<file path="src/rtl/wb_select_unit.sv">
// Write-back source selector: registered mux over NSRC sources, one of which is served by an I/O request/ack handshake.
// Define WB_SELECT_TIMEOUT_EN to build the I/O wait counter and timeout_err; without it IO_WAIT waits indefinitely.
module wb_select_unit #(
  parameter int WIDTH   = 32,
  parameter int NSRC    = 4,
  parameter int IO_SRC  = 1,
  parameter int TIMEOUT = 255,
  localparam int SELW   = (NSRC > 1) ? $clog2(NSRC) : 1
) (
  input  logic                  clk,
  input  logic                  rst_n,
  input  logic [NSRC*WIDTH-1:0] src_data,
  input  logic [SELW-1:0]       sel,
  input  logic                  in_valid,
  input  logic [WIDTH-1:0]      io_data,
  input  logic                  io_ack,
  output logic                  io_req,
  output logic                  stall_out,
  output logic [WIDTH-1:0]      wb_data,
  output logic                  wb_valid,
  output logic                  timeout_err
);

  typedef enum logic {IDLE, IO_WAIT} state_t;

  state_t           state, state_nx;
  logic [WIDTH-1:0] src_sel;
  logic [WIDTH-1:0] load_val;
  logic             load;
  logic             is_io;

  // Out-of-range selects fall through to the last source.
  always_comb begin
    src_sel = src_data[(NSRC-1)*WIDTH +: WIDTH];
    for (int k = 0; k < NSRC-1; k++)
      if (sel == SELW'(k)) src_sel = src_data[k*WIDTH +: WIDTH];
  end

  assign is_io     = (sel == SELW'(IO_SRC));
  assign stall_out = (state == IO_WAIT);

`ifdef WB_SELECT_TIMEOUT_EN
  logic [15:0] wait_cnt;
  logic        to_hit;
  logic        to_nx;

  assign to_hit = (wait_cnt == 16'(TIMEOUT));

  // Cleared in IDLE so every transfer starts counting from zero.
  always_ff @(posedge clk or negedge rst_n) begin
    if (!rst_n)               wait_cnt <= '0;
    else if (state == IDLE)   wait_cnt <= '0;
    else if (!io_ack)         wait_cnt <= wait_cnt + 16'd1;
  end

  always_ff @(posedge clk or negedge rst_n) begin
    if (!rst_n) timeout_err <= 1'b0;
    else        timeout_err <= to_nx;
  end
`else
  assign timeout_err = 1'b0;
`endif

  always_comb begin
    state_nx = state;
    load     = 1'b0;
    load_val = '0;
`ifdef WB_SELECT_TIMEOUT_EN
    to_nx    = 1'b0;
`endif
    case (state)
      IDLE: begin
        if (in_valid) begin
          if (is_io) begin
            state_nx = IO_WAIT;
          end else begin
            load     = 1'b1;
            load_val = src_sel;
          end
        end
      end
      IO_WAIT: begin
        // A same-cycle ack beats the timeout.
        if (io_ack) begin
          load     = 1'b1;
          load_val = io_data;
          state_nx = IDLE;
        end
`ifdef WB_SELECT_TIMEOUT_EN
        else if (to_hit) begin
          load     = 1'b1;
          to_nx    = 1'b1;
          state_nx = IDLE;
        end
`endif
      end
      default: state_nx = IDLE;
    endcase
  end

  always_ff @(posedge clk or negedge rst_n) begin
    if (!rst_n) begin
      state    <= IDLE;
      io_req   <= 1'b0;
      wb_valid <= 1'b0;
      wb_data  <= '0;
    end else begin
      state    <= state_nx;
      io_req   <= (state_nx == IO_WAIT);
      wb_valid <= load;
      if (load) wb_data <= load_val;
    end
  end

endmodule
</file>
<file path="config.mk">
export PLATFORM = sky130hd
export DESIGN_NAME = wb_select_unit
export DESIGN_NICKNAME = d
export VERILOG_FILES = /design/src/rtl/wb_select_unit.sv
export SDC_FILE = /design/constraint.sdc
export NUM_CORES = 1
export LEC_CHECK = 0
export ABC_CLOCK_PERIOD_IN_PS = 1500
export BUFFER_PORTS_ARGS = -buffer_cell sky130_fd_sc_hd__buf_4
export CORE_MARGIN = 3
export CORE_UTILIZATION = 40
export CTS_CLUSTER_DIAMETER = 80
export DETAILED_ROUTE_END_ITERATION = 7
export GPL_ROUTABILITY_DRIVEN = 0
export HOLD_SLACK_MARGIN = 0.15
export PLACE_DENSITY = 0.89
export REMOVE_ABC_BUFFERS = 1
export SETUP_SLACK_MARGIN = 0.05
export SYNTH_ARGS = -nofsm -noshare
export SYNTH_HDL_FRONTEND = slang
export SYNTH_SLANG_ARGS = --single-unit
</file>
<file path="constraint.sdc">
create_clock -name clk -period 1.5 [get_ports clk]
set_input_delay 0.15 -clock clk [delete_from_list [all_inputs] [get_ports clk]]
set_output_delay 0.15 -clock clk [all_outputs]
set_load 0.1 [all_outputs]
</file>
======== Word level (Yosys, flattened, before mapping) ========
Cells that the tools add are included.
word-level totals
  register bits ........................... 34
  latch bits .............................. 0
  bits in writable memories ............... 0
  memory bits (read-only) ................. 0
  bits of input ports ..................... 166
  output and inout port bits .............. 36
  word-level logic and storage cells ...... 21
  memories kept ........................... 0
cells by class
  $add $sub $neg .......................... 0
  $mul .................................... 0
  divide/modulo/power cells ............... 0
  magnitude comparators ................... 0
  equal/unequal tests ..................... 2
  shifts and indexed selects .............. 0
  muxes and demuxes ....................... 14
  bitwise operators ....................... 1
  reduce and logical (&&, ||, !) cells .... 1
operator list
  operator              count
  $mux W32              5
  $pmux W32 S2          1
  $mux W1               6
  $pmux W1 S2           2
  $eq A2 B1 Y1 const B  1
  $eq A2 B2 Y1 const B  1
  $logic_not A2 Y1      1
  $not A1 Y1            1

======== Longest topological paths before layout ========
  depth after elaboration ................. 6
  depth in mapped cells ................... 6

======== Least setup slack after synthesis ========
No wires, ideal clock.
  path kind ............................... reg-to-reg
  start ................................... register state (netlist: stall_out)
  end ..................................... register wb_data[0]
  setup time .............................. 132 ps
  data arrival time ....................... 1775 ps
  required time ........................... 1368 ps
  setup slack ............................. -407 ps
  cell stages (with the launch flop) ...... 6
  buffers on the path ..................... 2
  period minus slack after synthesis ...... 1907 ps
  cell sequence ........................... dfrtp_1 > and2_1 > buf_6 > o21bai_2 > buf_4 > o221ai_2
between the ends
  cells in the longest elaborated chain, start to end .. 2
  elaborated cells between the ends (all ways) .. 3
  those cells by class .................... mux (2); bitwise (1)
ends and longest elaborated chain
  item                                         line  source
  start, declared                              26    state_t state, state_nx;
  start signal, assigned                       108   state <= state_nx;
  $not A1 Y1                                   --
  $pmux W32 S2 or $pmux W1 S2 (tied branches)  71    case (state)
  end signal, assigned                         111   if (load) wb_data <= load_val;
  end, declared                                19    output logic [WIDTH-1:0] wb_data,
Parallel ways exist; a longest one is shown, timed or not.
A chain may end at the register's enable or synchronous reset.

======== Final worst setup path ========
  start ................................... register state (netlist: stall_out)
  end ..................................... register wb_data[17]
The elaborated chain is that of the path after synthesis.

==> results.yml <==
sta:
  finClkSkew_ns: 0.002159
  holdWs_ns: 0.1953
  min_period_ns: 1.376
  fmax_mhz: 726.7
  report.final.setup_viol: 0
  hold_viol_final: 0
  fin_crit_sh_pct: 91.74
  rsz0062_at_grt: "no"
  tns_ns: 0
  drv_slew: 0
placed_design:
  hpwl_mm: 5.840
  dpl_cell_area_mm2: 0.003896
  io_buffers: 168
  dp.cells: 454
floorplan:
  start_util_pct: 42.53
  dieWidth_um: 86.74
  die_y_um: 86.74
  ioPinCount: 202
  die_area_mm2: 0.007524
  row_count: 28
  core_area_mm2: 0.006131
logic_synthesis:
  yosysUniqueCellTypes: 18
  syn_area_mm2: 0.002608
  yosys-top-cells-area: "dfrtp_1 (33%), mux2_4 (17%), o221ai_2 (17%)"
  netlist_instances: 223
  synthMostInstantiatedCell: "dfrtp_1"
  synth_warnings: 0
  synth_edf_count: 0
  syn_avg_cell_area_um2: 11.69
  synth_top_area_cell: "dfrtp_1"
  synth_seq_area_share_pct: 32.63
  async_reset_ff_share_pct: 100.0
  synth_seq_cells: 34
  yosysTopAreaCellShare_pct: 32.63
  synth_ff_type: "dfrtp_1"
  synth_commonest_cells: "dfrtp_1 (34), mux2i_1 (33), nand2_1 (33)"
hold_path:
  hold_class: "input port to flop"
power:
  sw_frac_of_total_pct: 49.84
  p_sw_w: 0.002312
  power.internal_w: 0.002326
  ir_drop_mv: 0.7010
  p_leak_nw: 2.207
  power_density_mw_per_mm2: 1068
  share_comb_of_total_power_pct: 60.8
  clkPwrFrac_pct: 13.4
  power_frac_seq_pct: 25.8
clock_network:
  htreeDepth: 2
  clk_pin_slew_worst_paths_ns: 0.06
  cts_buffer_depth: 2
  cts_tree: "built"
  cts_buffers: 5
  cts-root-buf: "clkbuf_8"
  clkSinkCount: 34
  clk_latency_ns: 0.27
job:
  max_cap_viol_count: 0
cells_and_area:
  n_antenna_cell: 0
  area_delta_synth_final_pct: 66.55
  design_area_mm2: 0.004343
  final_cells: 497
  fillers: 445
  nets: 588
  drive_gt1_share_pct: 59.00
worst_setup_path:
  critical_path_arrival_ns: 1.56
  r2r-start: "stall_out"
  crit_fanout: 32
  cp-endpoint: "wb_data[17]"
  end_kind: "flop"
  required_ns: 1.69
  rr_worst_depth: 4
  worst-setup-path-type: "flop to flop"
  timing.rr.end: "wb_data[17]"
  cp-startpoint: "stall_out"
  startpoint_type: "flop"
  rrSetupSlack_ns: 0.12
routing:
  wire_per_inst_um: 16.29
  wl_mm: 8.098
  firstDrtPassIters: 6
  vias: 2471
  first_iter_violations: 17
  postRouteAntennaNets: 0
  drc_errors: 0
  vias_per_cell: 4.972
global_route:
  first_global_vias: 2646
  grt_overflow: 0
  grt_max_degree: 35
  antenna_found_initial: 0
  grt_pass1_wl_mm: 12.60
  grt_usage_pct: 21.50
status:
  status: "completed"
## what timing repair did
| action | 4_1_cts | 5_1_grt |
|---|---|---|
| setup buffers | 0 | 1 |
| hold buffers | 35 | 0 |
| hold endpoints to repair | 67 | 0 |
| gates resized for setup | 0 | 2 |
| setup endpoints to repair | 0 | 3 |
## cell families (layout without fill, tap and decap cells)
family                 after synthesis  after routing  synth area share, %
muxes                               65             65                30.81
other                                1              1               0.1438
and+or+nand+nor                     37             37                6.094
buffers and inverters               53            252                11.95
AOI/OAI and AO/OA                   33             33                18.38
DFF                                 34             34                32.63
## worst min-delay path by stage
| stage | start | end | slack (ns) | cells past startpoint |
|---|---|---|---|---|
| after floorplan | rst_n | stall_out | -0.15 | 0 |
| after global placement | rst_n | wb_data[25] | 0.12 | 1 |
| after detailed placement | rst_n | wb_data[25] | 0.12 | 1 |
| after CTS | src_data[106] | wb_data[10] | 0.19 | 3 |
| after global routing | src_data[106] | wb_data[10] | 0.19 | 3 |
| final | src_data[122] | wb_data[26] | 0.20 | 3 |
## flip-flops by register name (all words and copies together), names as in the netlist
name       flops
wb_valid       1
wb_data       32
stall_out      1
## worst max-delay path, cell delays in order, from the launching register on
cell      delay, ns
dfrtp_1        0.41
nand2b_2       0.21
or2_2          0.30
buf_12         0.19
o221ai_2       0.16
## cells in the final DEF, fill, tap and decap left out, drive strengths merged
| cell type | netlist | routed |
|---|---|---|
| and2 | 1 | 1 |
| buf | 18 | 178 |
| clkbuf | 0 | 7 |
| conb | 1 | 1 |
| dfrtp | 34 | 34 |
| dlygate4sd3 | 0 | 35 |
| inv | 32 | 32 |
| mux2 | 32 | 32 |
| mux2i | 33 | 33 |
| nand2 | 33 | 33 |
| nand2b | 1 | 1 |
| nor2b | 1 | 1 |
| o21bai | 1 | 1 |
| o221ai | 32 | 32 |
| or2 | 1 | 1 |
## routing by layer
layer | GRT usage, % | wire length, um | share of wire, % | vias up
met5 | 0 | 0 | 0 | -
met4 | 4.674 | 103 | 1.3 | 0
met3 | 5.989 | 615 | 7.6 | 8
met2 | 42.70 | 4600 | 57 | 109
met1 | 21.96 | 2780 | 34 | 1176
li1 | - | - | - | 1178
## through the flow
stage / setup WS (ns) / total power (W) / utilization, %
after floorplan: -1.911 / 0.003136 / -
after global placement: 0.1421 / 0.003903 / 63.55
after detailed placement: 0.07351 / 0.003951 / 63.55
after CTS: 0.06966 / 0.004652 / 70.51
after global routing: 0.05552 / 0.004853 / 70.84
final: 0.1239 / 0.004638 / 70.84
## cell type report
| class | instances | area (um2) | area share [%] |
|---|---|---|---|
| clock buffers | 7 | 76.32 | 1.757 |
| inverters | 32 | 120.1 | 2.766 |
| multi-input cells | 136 | 1465 | 33.74 |
| flip-flops and latches | 34 | 850.8 | 19.59 |
| well taps | 75 | 93.84 | 2.161 |
| repair buffers | 213 | 1737 | 39.99 |
## power groups by stage
| stage | registers, W | logic, W | clock network (W) |
|---|---|---|---|
| after floorplan | 0.00255 | 0.000581 | 0 |
| after global placement | 0.00120 | 0.00270 | 0 |
| after detailed placement | 0.00121 | 0.00274 | 0 |
| after CTS | 0.00120 | 0.00282 | 0.000641 |
| after global routing | 0.00122 | 0.00294 | 0.000688 |
| final | 0.00120 | 0.00282 | 0.000621 |
Power figures use the tool's default switching activity.
